### src/rtl/emmc_cmd_line_pkg.sv
// Shared types and constants for the eMMC CMD-line engine.
// Holds the response-kind enum, frame lengths and the serial CRC7 step.
package emmc_cmd_p;

  typedef enum logic [1:0] {
    RESP_NONE     = 2'd0,
    RESP_48       = 2'd1,
    RESP_48_NOCRC = 2'd2,
    RESP_136      = 2'd3
  } resp_kind_t;

  localparam logic [6:0] CRC7_POLY     = 7'h09;
  localparam int         CMD_FRAME_LEN = 48;
  localparam int         R48_LEN       = 48;
  localparam int         R136_LEN      = 136;
  localparam int         CNT_W         = 8;

  function automatic logic [6:0] crc7_step(logic [6:0] crc, logic din);
    return {crc[5:0], 1'b0} ^ (((din ^ crc[6]) == 1'b1) ? CRC7_POLY : 7'h00);
  endfunction

endpackage

### src/rtl/emmc_cmd_line_if.sv
// Command/response handshake between the eMMC state machine (master)
// and the CMD-line engine (slave).
interface emmc_cmd_line_if;
  import emmc_cmd_p::*;

  logic         cmd_valid;
  logic         cmd_ready;
  logic [5:0]   cmd_idx;
  logic [31:0]  cmd_arg;
  resp_kind_t   resp_kind;
  logic         resp_valid;
  logic [127:0] resp_data;
  logic [5:0]   resp_idx;
  logic         err_crc;
  logic         err_idx;
  logic         err_tmo;

  modport master (
    output cmd_valid, cmd_idx, cmd_arg, resp_kind,
    input  cmd_ready, resp_valid, resp_data, resp_idx, err_crc, err_idx, err_tmo
  );

  modport slave (
    input  cmd_valid, cmd_idx, cmd_arg, resp_kind,
    output cmd_ready, resp_valid, resp_data, resp_idx, err_crc, err_idx, err_tmo
  );
endinterface

### src/rtl/emmc_cmd_line_crc7.sv
// Serial CRC7 (x^7+x^3+1, init 0); clr wins over en.
module emmc_crc7
  import emmc_cmd_p::*;
(
  input  logic       clk,
  input  logic       rst,
  input  logic       clr,
  input  logic       en,
  input  logic       din,
  output logic [6:0] crc
);
  logic [6:0] crc_q;

  always_ff @(posedge clk) begin
    if (rst || clr) crc_q <= '0;
    else if (en)    crc_q <= crc7_step(crc_q, din);
  end

  assign crc = crc_q;
endmodule

### src/rtl/emmc_cmd_line.sv
// eMMC CMD-line engine: serializes a command with CRC7 and captures the response.
// Response CRC/index checking is built only with EMMC_CMD_RESP_CHECK_EN defined.
module emmc_cmd_line
  import emmc_cmd_p::*;
#(
  parameter int NCR_MAX = 64,
  parameter int NCC_MIN = 8
) (
  input  logic           clk,
  input  logic           rst,
  input  logic           bit_stb,
  emmc_cmd_line_if.slave bus,
  output logic           cmd_o,
  output logic           cmd_oe,
  input  logic           cmd_i
);
  typedef enum logic [2:0] {S_NCC, S_IDLE, S_TX, S_TURN, S_WAIT_START, S_RX, S_DONE} state_t;

  localparam logic [CNT_W-1:0] NCR_CNT   = CNT_W'(NCR_MAX);
  localparam logic [CNT_W-1:0] NCC_CNT   = CNT_W'(NCC_MIN);
  localparam logic [CNT_W-1:0] FRAME_CNT = CNT_W'(CMD_FRAME_LEN);
  localparam logic [CNT_W-1:0] HDR_CNT   = CNT_W'(40);
  localparam logic [CNT_W-1:0] R48_CNT   = CNT_W'(R48_LEN);
  localparam logic [CNT_W-1:0] R136_CNT  = CNT_W'(R136_LEN);

  state_t           state_q, state_d;
  logic [CNT_W-1:0] cnt_q, cnt_d, cnt_inc, r_len;
  logic [39:0]      hdr_q, hdr_d;
  resp_kind_t       kind_q, kind_d;
  logic [126:0]     rx_q, rx_d;
  logic [127:0]     rx_next;
  logic             cmd_o_q, cmd_o_d, cmd_oe_q, cmd_oe_d;
  logic [127:0]     data_q, data_d;
  logic [5:0]       ridx_q, ridx_d;
  logic             ecrc_q, ecrc_d, eidx_q, eidx_d, etmo_q, etmo_d;
  logic             tx_crc_clr, tx_crc_en, tx_bit;
  logic [6:0]       tx_crc;
  logic             crc_err, idx_err;

  assign cnt_inc = cnt_q + 1'b1;
  assign rx_next = {rx_q, cmd_i};
  assign r_len   = (kind_q == RESP_136) ? R136_CNT : R48_CNT;
  // The first CRC bit comes straight from the generator; the rest are shifted out of hdr_q.
  assign tx_bit  = (cnt_q == HDR_CNT) ? tx_crc[6] : hdr_q[39];

  emmc_crc7 u_tx_crc (
    .clk(clk), .rst(rst), .clr(tx_crc_clr), .en(tx_crc_en), .din(hdr_q[39]), .crc(tx_crc)
  );

`ifdef EMMC_CMD_RESP_CHECK_EN
  logic [5:0] idx_q;
  logic [6:0] rx_crc;
  logic       rx_crc_clr, rx_crc_en;

  // The start bit is 0, so clearing on it is the same as folding it into the CRC.
  assign rx_crc_clr = (state_q == S_WAIT_START) && bit_stb && !cmd_i;
  assign rx_crc_en  = (state_q == S_RX) && bit_stb &&
                      ((kind_q == RESP_136) ? (cnt_q >= CNT_W'(8) && cnt_q < CNT_W'(128))
                                            : (cnt_q < HDR_CNT));

  emmc_crc7 u_rx_crc (
    .clk(clk), .rst(rst), .clr(rx_crc_clr), .en(rx_crc_en), .din(cmd_i), .crc(rx_crc)
  );

  always_ff @(posedge clk) begin
    if (rst)                                        idx_q <= '0;
    else if (state_q == S_IDLE && bus.cmd_valid)    idx_q <= bus.cmd_idx;
  end

  assign crc_err = (kind_q != RESP_48_NOCRC) && (rx_crc != rx_next[7:1]);
  assign idx_err = (kind_q == RESP_48) && (rx_next[45:40] != idx_q);
`else
  assign crc_err = 1'b0;
  assign idx_err = 1'b0;
`endif

  always_comb begin
    state_d    = state_q;
    cnt_d      = cnt_q;
    hdr_d      = hdr_q;
    kind_d     = kind_q;
    rx_d       = rx_q;
    cmd_o_d    = cmd_o_q;
    cmd_oe_d   = cmd_oe_q;
    data_d     = data_q;
    ridx_d     = ridx_q;
    ecrc_d     = ecrc_q;
    eidx_d     = eidx_q;
    etmo_d     = etmo_q;
    tx_crc_clr = 1'b0;
    tx_crc_en  = 1'b0;
    case (state_q)
      S_NCC: if (bit_stb) begin
        cmd_o_d = 1'b1;
        if (cnt_inc == NCC_CNT) begin
          state_d = S_IDLE;
          cnt_d   = '0;
        end else cnt_d = cnt_inc;
      end
      S_IDLE: begin
        cmd_oe_d = 1'b1;
        cmd_o_d  = 1'b1;
        if (bus.cmd_valid) begin
          hdr_d      = {2'b01, bus.cmd_idx, bus.cmd_arg};
          kind_d     = bus.resp_kind;
          tx_crc_clr = 1'b1;
          cnt_d      = '0;
          state_d    = S_TX;
        end
      end
      S_TX: if (bit_stb) begin
        cmd_o_d   = tx_bit;
        tx_crc_en = (cnt_q < HDR_CNT);
        hdr_d     = (cnt_q == HDR_CNT) ? {tx_crc[5:0], 1'b1, 33'b0} : {hdr_q[38:0], 1'b0};
        cnt_d     = cnt_inc;
        if (cnt_inc == FRAME_CNT) begin
          state_d = S_TURN;
          cnt_d   = '0;
        end
      end
      S_TURN: if (bit_stb) begin
        if (kind_q == RESP_NONE) begin
          state_d = S_DONE;
          data_d  = '0;
          ridx_d  = '0;
          ecrc_d  = 1'b0;
          eidx_d  = 1'b0;
          etmo_d  = 1'b0;
        end else begin
          cmd_oe_d = 1'b0;
          cnt_d    = CNT_W'(1);
          state_d  = S_WAIT_START;
        end
      end
      S_WAIT_START: if (bit_stb) begin
        if (!cmd_i) begin
          rx_d    = '0;
          cnt_d   = CNT_W'(1);
          state_d = S_RX;
        end else if (cnt_inc == NCR_CNT) begin
          state_d  = S_DONE;
          cmd_oe_d = 1'b1;
          cmd_o_d  = 1'b1;
          data_d   = '0;
          ridx_d   = '0;
          ecrc_d   = 1'b0;
          eidx_d   = 1'b0;
          etmo_d   = 1'b1;
        end else cnt_d = cnt_inc;
      end
      S_RX: if (bit_stb) begin
        rx_d  = rx_next[126:0];
        cnt_d = cnt_inc;
        if (cnt_inc == r_len) begin
          state_d  = S_DONE;
          cmd_oe_d = 1'b1;
          cmd_o_d  = 1'b1;
          etmo_d   = 1'b0;
          ecrc_d   = crc_err;
          eidx_d   = idx_err;
          if (kind_q == RESP_136) begin
            data_d = {rx_next[127:1], 1'b0};
            ridx_d = 6'h3F;
          end else begin
            data_d = {96'b0, rx_next[39:8]};
            ridx_d = (kind_q == RESP_48_NOCRC) ? 6'h3F : rx_next[45:40];
          end
        end
      end
      S_DONE: begin
        state_d = S_NCC;
        cnt_d   = '0;
      end
      default: state_d = S_NCC;
    endcase
  end

  always_ff @(posedge clk) begin
    if (rst) begin
      state_q  <= S_NCC;
      cnt_q    <= '0;
      hdr_q    <= '0;
      kind_q   <= RESP_NONE;
      rx_q     <= '0;
      cmd_o_q  <= 1'b1;
      cmd_oe_q <= 1'b0;
      data_q   <= '0;
      ridx_q   <= '0;
      ecrc_q   <= 1'b0;
      eidx_q   <= 1'b0;
      etmo_q   <= 1'b0;
    end else begin
      state_q  <= state_d;
      cnt_q    <= cnt_d;
      hdr_q    <= hdr_d;
      kind_q   <= kind_d;
      rx_q     <= rx_d;
      cmd_o_q  <= cmd_o_d;
      cmd_oe_q <= cmd_oe_d;
      data_q   <= data_d;
      ridx_q   <= ridx_d;
      ecrc_q   <= ecrc_d;
      eidx_q   <= eidx_d;
      etmo_q   <= etmo_d;
    end
  end

  assign bus.cmd_ready  = (state_q == S_IDLE);
  assign bus.resp_valid = (state_q == S_DONE);
  assign bus.resp_data  = data_q;
  assign bus.resp_idx   = ridx_q;
  assign bus.err_crc    = ecrc_q;
  assign bus.err_idx    = eidx_q;
  assign bus.err_tmo    = etmo_q;
  assign cmd_o          = cmd_o_q;
  assign cmd_oe         = cmd_oe_q;
endmodule

### src/flat_wrapper.sv
// flat-port wrapper written by rule: the top's interface ports become plain ports
module emmc_cmd_line_flat import emmc_cmd_p::*;
#(
  parameter int NCR_MAX = 64,
  parameter int NCC_MIN = 8
)
  (clk, rst, bit_stb, cmd_o, cmd_oe, cmd_i, bus_cmd_valid, bus_cmd_idx, bus_cmd_arg, bus_resp_kind, bus_cmd_ready, bus_resp_valid, bus_resp_data, bus_resp_idx, bus_err_crc, bus_err_idx, bus_err_tmo);
  emmc_cmd_line_if bus_i ();
  input  logic clk;
  input  logic rst;
  input  logic bit_stb;
  output logic cmd_o;
  output logic cmd_oe;
  input  logic cmd_i;
  input wire logic [$bits(bus_i.cmd_valid)-1:0] bus_cmd_valid;
  input wire logic [$bits(bus_i.cmd_idx)-1:0] bus_cmd_idx;
  input wire logic [$bits(bus_i.cmd_arg)-1:0] bus_cmd_arg;
  input wire logic [$bits(bus_i.resp_kind)-1:0] bus_resp_kind;
  output wire logic [$bits(bus_i.cmd_ready)-1:0] bus_cmd_ready;
  output wire logic [$bits(bus_i.resp_valid)-1:0] bus_resp_valid;
  output wire logic [$bits(bus_i.resp_data)-1:0] bus_resp_data;
  output wire logic [$bits(bus_i.resp_idx)-1:0] bus_resp_idx;
  output wire logic [$bits(bus_i.err_crc)-1:0] bus_err_crc;
  output wire logic [$bits(bus_i.err_idx)-1:0] bus_err_idx;
  output wire logic [$bits(bus_i.err_tmo)-1:0] bus_err_tmo;
  assign bus_i.cmd_valid = bus_cmd_valid;
  assign bus_i.cmd_idx = bus_cmd_idx;
  assign bus_i.cmd_arg = bus_cmd_arg;
  assign bus_i.resp_kind = bus_resp_kind;
  assign bus_cmd_ready = bus_i.cmd_ready;
  assign bus_resp_valid = bus_i.resp_valid;
  assign bus_resp_data = bus_i.resp_data;
  assign bus_resp_idx = bus_i.resp_idx;
  assign bus_err_crc = bus_i.err_crc;
  assign bus_err_idx = bus_i.err_idx;
  assign bus_err_tmo = bus_i.err_tmo;
  emmc_cmd_line #(.NCR_MAX(NCR_MAX), .NCC_MIN(NCC_MIN)) u_core (.clk(clk), .rst(rst), .bit_stb(bit_stb), .bus(bus_i), .cmd_o(cmd_o), .cmd_oe(cmd_oe), .cmd_i(cmd_i));
endmodule
### config.mk
export PLATFORM = sky130hd
export DESIGN_NAME = emmc_cmd_line_flat
export DESIGN_NICKNAME = d
export VERILOG_FILES = /design/src/rtl/emmc_cmd_line_pkg.sv /design/src/rtl/emmc_cmd_line_if.sv /design/src/rtl/emmc_cmd_line_crc7.sv /design/src/rtl/emmc_cmd_line.sv /design/src/flat_wrapper.sv
export SDC_FILE = /design/constraint.sdc
export NUM_CORES = 1
export LEC_CHECK = 0
export ABC_AREA = 1
export CORE_MARGIN = 2
export CORE_UTILIZATION = 35
export CTS_CLUSTER_SIZE = 12
export DETAILED_ROUTE_END_ITERATION = 10
export GPL_TIMING_DRIVEN = 0
export PLACE_DENSITY = 0.57
export SLEW_MARGIN = 10
export SYNTH_ARGS = -nofsm -noshare
export SYNTH_HDL_FRONTEND = slang
export SYNTH_SLANG_ARGS = --single-unit
### constraint.sdc
create_clock -name clk -period 2.7 [get_ports clk]
set_input_delay 0.54 -clock clk [delete_from_list [all_inputs] [get_ports clk]]
set_output_delay 0.54 -clock clk [all_outputs]
set_load 0.05 [all_outputs]
==> results of run 1 <==
[worst max path at each step]
stage / depth (start not counted) / slack, ps / end
after floorplan: 11 / 580 / u_core.hdr_q[35]
after global placement: 6 / -280 / u_core.rx_q[109]
after detailed placement: 6 / -300 / u_core.cnt_q[3]
after CTS: 13 / 10 / u_core.bus.resp_data[124]
after global routing: 12 / 0.4 / u_core.bus.resp_data[8]
final: 3 / 90 / bus_resp_valid
[critical path, delay by kind of cell, from the launching register on]
kind                   cells  cell delay, ps
buffers and inverters      1             830
flip-flops                 1             460
AND/OR/NAND/NOR            2             250
[layer usage]
metal / global-route usage [%] / wire length [um] / up-vias
met5: 0 / 0 / -
met2: 38.9 / 23000 / 474
met3: 4.43 / 3420 / 106
li1: - / - / 7198
met4: 9.62 / 1890 / 0
met1: 29.6 / 21200 / 6682
[layout make-up]
cell class,count,share of cell area [%]
Timing Repair Buffer,183,10.1
Buffer,181,5.07
Tap cell,532,3.70
Clock buffer,57,6.12
Multi-Input combinational cell,1388,36.3
Sequential cell,324,36.0
Clock inverter,7,0.410
Inverter,105,2.19
[cell families (layout without fill, tap and decap cells)]
kind of cell	count (synthesis)	count (layout)	share of synthesized area, %
other cells	1	2	0.0262
fa+ha+maj	2	2	0.175
buf+inv	286	533	9.02
flops	324	324	45.3
simple gates	829	829	24.8
compound gates	552	552	20.5
xor+xnor	3	3	0.184
[cell usage in the layout, fill, tap and decap left out, drive strengths merged, types with 6 or more instances in the layout]
cell           count
nor2             264
nand3            257
nand2            275
buf               89
o22ai             30
o21ai            133
a21oi            337
o211ai             6
clkbuf           150
clkdlybuf4s50    182
clkinv             6
a211oi            40
dfxtp            324
inv              104
nor3              24
[registers in the layout, summed over array words and instances (netlist names)]
register / cells
u_core.rx_q: 127
u_core.cnt_q: 8
u_core.kind_q: 2
u_core.bus.resp_idx: 6
u_core.bus.err_tmo: 1
u_core.hdr_q: 40
u_core.state_q: 3
u_core.cmd_o: 1
u_core.bus.resp_data: 128
u_core.u_tx_crc.crc: 7
u_core.cmd_oe: 1
[metrics by stage]
step / total power [mW] / area, um^2 / setup TNS [ps] / setup slack, ps / hold WS [ps]
finish: 17.9 / 18000 / 0 / 85.9 / 454
global placement: 13.0 / 16800 / -10110 / -283 / 440
detailed placement: 13.0 / 16800 / -10760 / -301 / 445
CTS: 18.0 / 18000 / 0 / 9.81 / 454
floorplan: 10.9 / 14300 / 0 / 584 / 430
global route: 18.9 / 18000 / 0 / 0.422 / 470
[where the power goes]
part / leakage, nW / internal, mW / switching (mW)
sequential: 2.63 / 5.96 / 0.719
combinational: 3.32 / 2.04 / 4.23
clock: 0.576 / 2.90 / 2.05
==> impl_metrics.py, run 1 <==
metrics = {
    "run_status": {
        "status": "finished clean",
    },
    "logic_synthesis": {
        "yosysTopAreaCell": "dfxtp_1",
        "synth_most_common_cell": "a21oi_1",
        "synth_cell_types": 37,
        "async_flop_share_pct": 0,
        "synth_cells": 1997,
        "dominantRegCellSynth": "dfxtp_1",
        "synth_top_area_share_pct": 45.3,
        "synth_warnings": 0,
        "ys_seq_elements": 324,
        "ys_top_cells_by_count": "a21oi_1, dfxtp_1, nand2_1",
        "ys_seq_area_share_pct": 45.3,
        "netlist_area_um2": 14300,
        "synth_edf_count": 0,
        "synthTopCellsByArea": "dfxtp_1, a21oi_1, nand3_1",
        "avgSynthCellArea_um2": 7.16,
    },
    "cells_and_area": {
        "n_fill_cell": 4328,
        "final_util_pct": 44.4,
        "multi_input_area_um2": 6540,
        "fin_cells": 2777,
        "drive_above_1_share_pct": 7.13,
        "regArea_um2": 6490,
        "n_antenna_cell": 0,
        "layout.nets": 2268,
        "syn_to_final_growth_pct": 25.8,
    },
    "sta": {
        "finalCritPeriodShare_pct": 96.8,
        "rsz0062_at_grt": "false",
        "finClkSkew_ps": 20.9,
        "setup_viol_count_final": 0,
        "fmax_ghz": 0.383,
        "relSlewSlack_pct": 40.2,
        "fin_crit_ps": 2610,
        "final_hold_viol_count": 0,
        "drv_slew": 0,
        "worst_pin_slew_ps": 898,
    },
    "cts": {
        "postCtsHoldBufs": 0,
        "numCtsBuffers": 38,
        "clkTransAtPathRegs_ps": 60,
        "clockBufferDepth": 3,
        "cts_root_buf": "clkbuf_16",
        "cts.repair.resized": 2,
        "h-tree-depth": 2,
        "cts_tree": "built",
        "cts_setup_buffers": 0,
        "clock_sinks": 324,
        "worstSkewPairLatency_ps": 550,
    },
    "floorplanning": {
        "rows": 74,
        "fp.dieW_um": 206,
        "die_height_um": 206,
        "core_um2": 40600,
        "start_util_pct": 35.3,
        "die_area_um2": 42500,
        "ios": 186,
    },
    "drt": {
        "routed_via_density": 5.21,
        "antenna_left": 0,
        "dr.pass1.iters": 5,
        "wl_um": 49500,
        "detail_route.wl_per_cell_um": 17.8,
        "vias": 14500,
        "drcViolationCount": 0,
        "drtIter0Drc": 961,
    },
    "setup_path": {
        "critPathMaxFanout": 6,
        "setup.worst_path.class": "reg -> out",
        "reg2reg_to": "u_core.bus.resp_idx[5]",
        "rrSetupSlack_ps": 160,
        "worst_r2r_startpoint": "u_core.state_q[1]",
        "cp_data_arrival_time_ps": 2070,
        "startpoint_type": "flip-flop",
        "worstPathRequired_ps": 2160,
        "slowest_delay_ps": 830,
        "crit_path_start": "u_core.state_q[2]",
        "cp-end-kind": "output port",
        "reg2regPathDepth": 10,
        "crit_chain": "nand2_1 > nor2_1 > clkdlybuf4s50_1",
        "crit_slowest_cell": "clkdlybuf4s50_1",
    },
    "worst_hold_path": {
        "min_path_cells": 2,
        "hold_start": "u_core.rx_q[34]",
        "hp-class": "reg -> reg",
        "holdPathEnd": "u_core.rx_q[34]",
    },
    "placement": {
        "dp_cells": 2713,
        "gp_congestion": 0.886,
        "numPortBuffers": 183,
        "place_hpwl_um": 36900,
    },
    "power_and_ir_drop": {
        "power.density_nw_per_um2": 995,
        "vdd_drop_max_mv": 0.435,
        "leakage_nw": 6.52,
    },
    "global_route": {
        "grt.overflow.total": 0,
        "grt_max_degree": 13,
        "grt_pass1_vias": 13900,
        "grtUsageTotal_pct": 23.4,
        "grt_pass1_wl_um": 76900,
        "antenna_found_initial": 0,
    },
    "flow_run": {
        "maxCapViolCount": 0,
    },
}
Power figures use the tool's default switching activity.
==> run 2: changes to the inputs <==
Settings changed: CAP_MARGIN set to 20.
==> results of run 2 <==
Same layout as run 1: the final DEF is identical, and so are final timing and power.
==> run 3: changes to the inputs <==
==> constraint.sdc (replaced) <==
create_clock -name clk -period 2.7 [get_ports clk]
set_input_delay 0.54 -clock clk [delete_from_list [all_inputs] [get_ports clk]]
set_output_delay 0.54 -clock clk [all_outputs]
set_load 0.1 [all_outputs]
==> impl_metrics.py, run 3 (synthesized netlist as in run 1, its figures left out) <==
metrics = {
    "setup_path": {
        "setup.worst_path.class": "reg -> out",
        "path_buf_inv": 1,
        "worstPathRequired_ps": 2160,
        "cp-end-kind": "output port",
        "crit_slowest_cell": "clkdlybuf4s50_1",
        "path_delay_family": "buffers and inverters",
        "slowest_delay_ps": 1170,
        "cp_data_arrival_time_ps": 2120,
        "startpoint_type": "flip-flop",
        "crit_chain": "clkdlybuf4s50_1",
        "critPathMaxFanout": 2,
    },
    "drt": {
        "antenna_left": 0,
        "wl_um": 49600,
        "detail_route.wl_per_cell_um": 17.8,
        "dr.pass1.iters": 5,
        "routed_via_density": 5.22,
        "drtIter0Drc": 1022,
        "vias": 14500,
        "drcViolationCount": 0,
    },
    "sta": {
        "finClkSkew_ps": 21.9,
        "final_hold_viol_count": 0,
        "setup_viol_count_final": 0,
        "worst_pin_slew_ps": 1100,
        "fin_hold_ws_ps": 454,
        "drv_slew": 0,
        "fin_ws_ps": 42.7,
        "fin_crit_ps": 2660,
        "fmax_ghz": 0.376,
        "finalCritPeriodShare_pct": 98.4,
        "relSlewSlack_pct": 26.8,
        "rsz0062_at_grt": "false",
    },
    "cts": {
        "numCtsBuffers": 38,
        "cts_root_buf": "clkbuf_16",
        "clockBufferDepth": 3,
        "clkTransAtPathRegs_ps": 60,
        "h-tree-depth": 2,
        "cts_setup_buffers": 0,
        "postCtsHoldBufs": 0,
        "worstSkewPairLatency_ps": 550,
        "cts_tree": "built",
        "clock_sinks": 324,
    },
    "global_route": {
        "grt_pass1_vias": 13900,
        "antenna_found_initial": 0,
        "grt_pass1_wl_um": 76900,
        "grt.overflow.total": 0,
        "grtUsageTotal_pct": 23.4,
        "grt_max_degree": 13,
    },
    "cells_and_area": {
        "n_antenna_cell": 0,
        "layout_common_cells": "a21oi_1, dfxtp_1, nand2_1, nor2_1, nand3_1",
        "design_area_um2": 18000,
        "layout.nets": 2268,
        "multi_input_area_um2": 6540,
        "largest_reg_flops": 128,
        "drive_above_1_share_pct": 7.17,
        "syn_to_final_growth_pct": 25.8,
        "regArea_um2": 6490,
        "n_fill_cell": 4329,
        "final_common_cell": "a21oi_1",
        "fin_cells": 2777,
    },
    "floorplanning": {
        "ios": 186,
        "core_um2": 40600,
        "rows": 74,
        "fp.dieW_um": 206,
        "start_util_pct": 35.3,
        "die_area_um2": 42500,
        "die_height_um": 206,
    },
    "placement": {
        "dp_slack_ps": -301,
        "gp_congestion": 0.886,
        "numPortBuffers": 183,
        "place_hpwl_um": 36900,
        "dp_cells": 2713,
        "placed_area_um2": 16800,
    },
    "power_and_ir_drop": {
        "vdd_drop_max_mv": 0.731,
        "power.density_nw_per_um2": 1120,
        "leakage_nw": 6.58,
    },
    "run_status": {
        "status": "finished clean",
    },
    "flow_run": {
        "maxCapViolCount": 0,
    },
    "worst_hold_path": {
        "hp-class": "reg -> reg",
    },
}
-- run 3: stage by stage --
stage               total power, mW  util, %  setup TNS [ps]
finish                         20.2     44.4               0
global route                   21.2     44.4               0
CTS                            20.3     44.4               0
detailed placement             15.4     41.4          -10760
global placement               15.3     41.4          -10150
floorplan                      13.2        -               0
-- run 3: final cells by class --
type / count / area share, %
plain buffers: 181 / 5.06
well taps: 532 / 3.70
multi-input cells: 1388 / 36.3
flip-flops and latches: 324 / 36.0
clock buffers: 57 / 6.12
inverters: 105 / 2.19
repair buffers: 183 / 10.2
clock inverters: 7 / 0.410
-- run 3: worst paths after layout --
kind / to / from / cells past startpoint / slack [ps]
worst min register to register: u_core.rx_q[118] / u_core.rx_q[118] / 2 / 450
worst max-delay path: bus_resp_data[127] / u_core.bus.resp_data[127] / 1 / 40
worst max register to register: u_core.bus.resp_idx[5] / u_core.state_q[1] / 10 / 180
worst min-delay path: u_core.rx_q[118] / u_core.rx_q[118] / 2 / 450
-- run 3: per-layer routing --
| layer | up-vias | GRT usage, % | share of wire, % |
|---|---|---|---|
| met4 | 0 | 9.62 | 3.8 |
| li1 | 7198 | - | - |
| met5 | - | 0 | 0 |
| met2 | 469 | 38.9 | 46 |
| met1 | 6721 | 29.6 | 43 |
| met3 | 110 | 4.43 | 6.5 |
-- run 3: timing repair --
item | 4_1_cts | 5_1_grt
endpoints found under the hold margin | 0 | 0
gates resized for setup | 7 | 15
endpoints found under the setup margin | 3 | 157
-- run 3: where the power goes --
part | switching (mW) | internal [mW] | leakage, nW
combinational | 6.55 | 2.03 | 3.37
clock | 2.05 | 2.91 | 0.576
sequential | 0.718 | 5.96 | 2.63
total | 9.32 | 10.9 | 6.58
-- run 3: worst min-delay path: cells and delay by family (launching register included) --
family                 cells  cell delay [ps]
buffers and inverters      1               60
flip-flops                 1              300
AO/OA/AOI/OAI              1               50
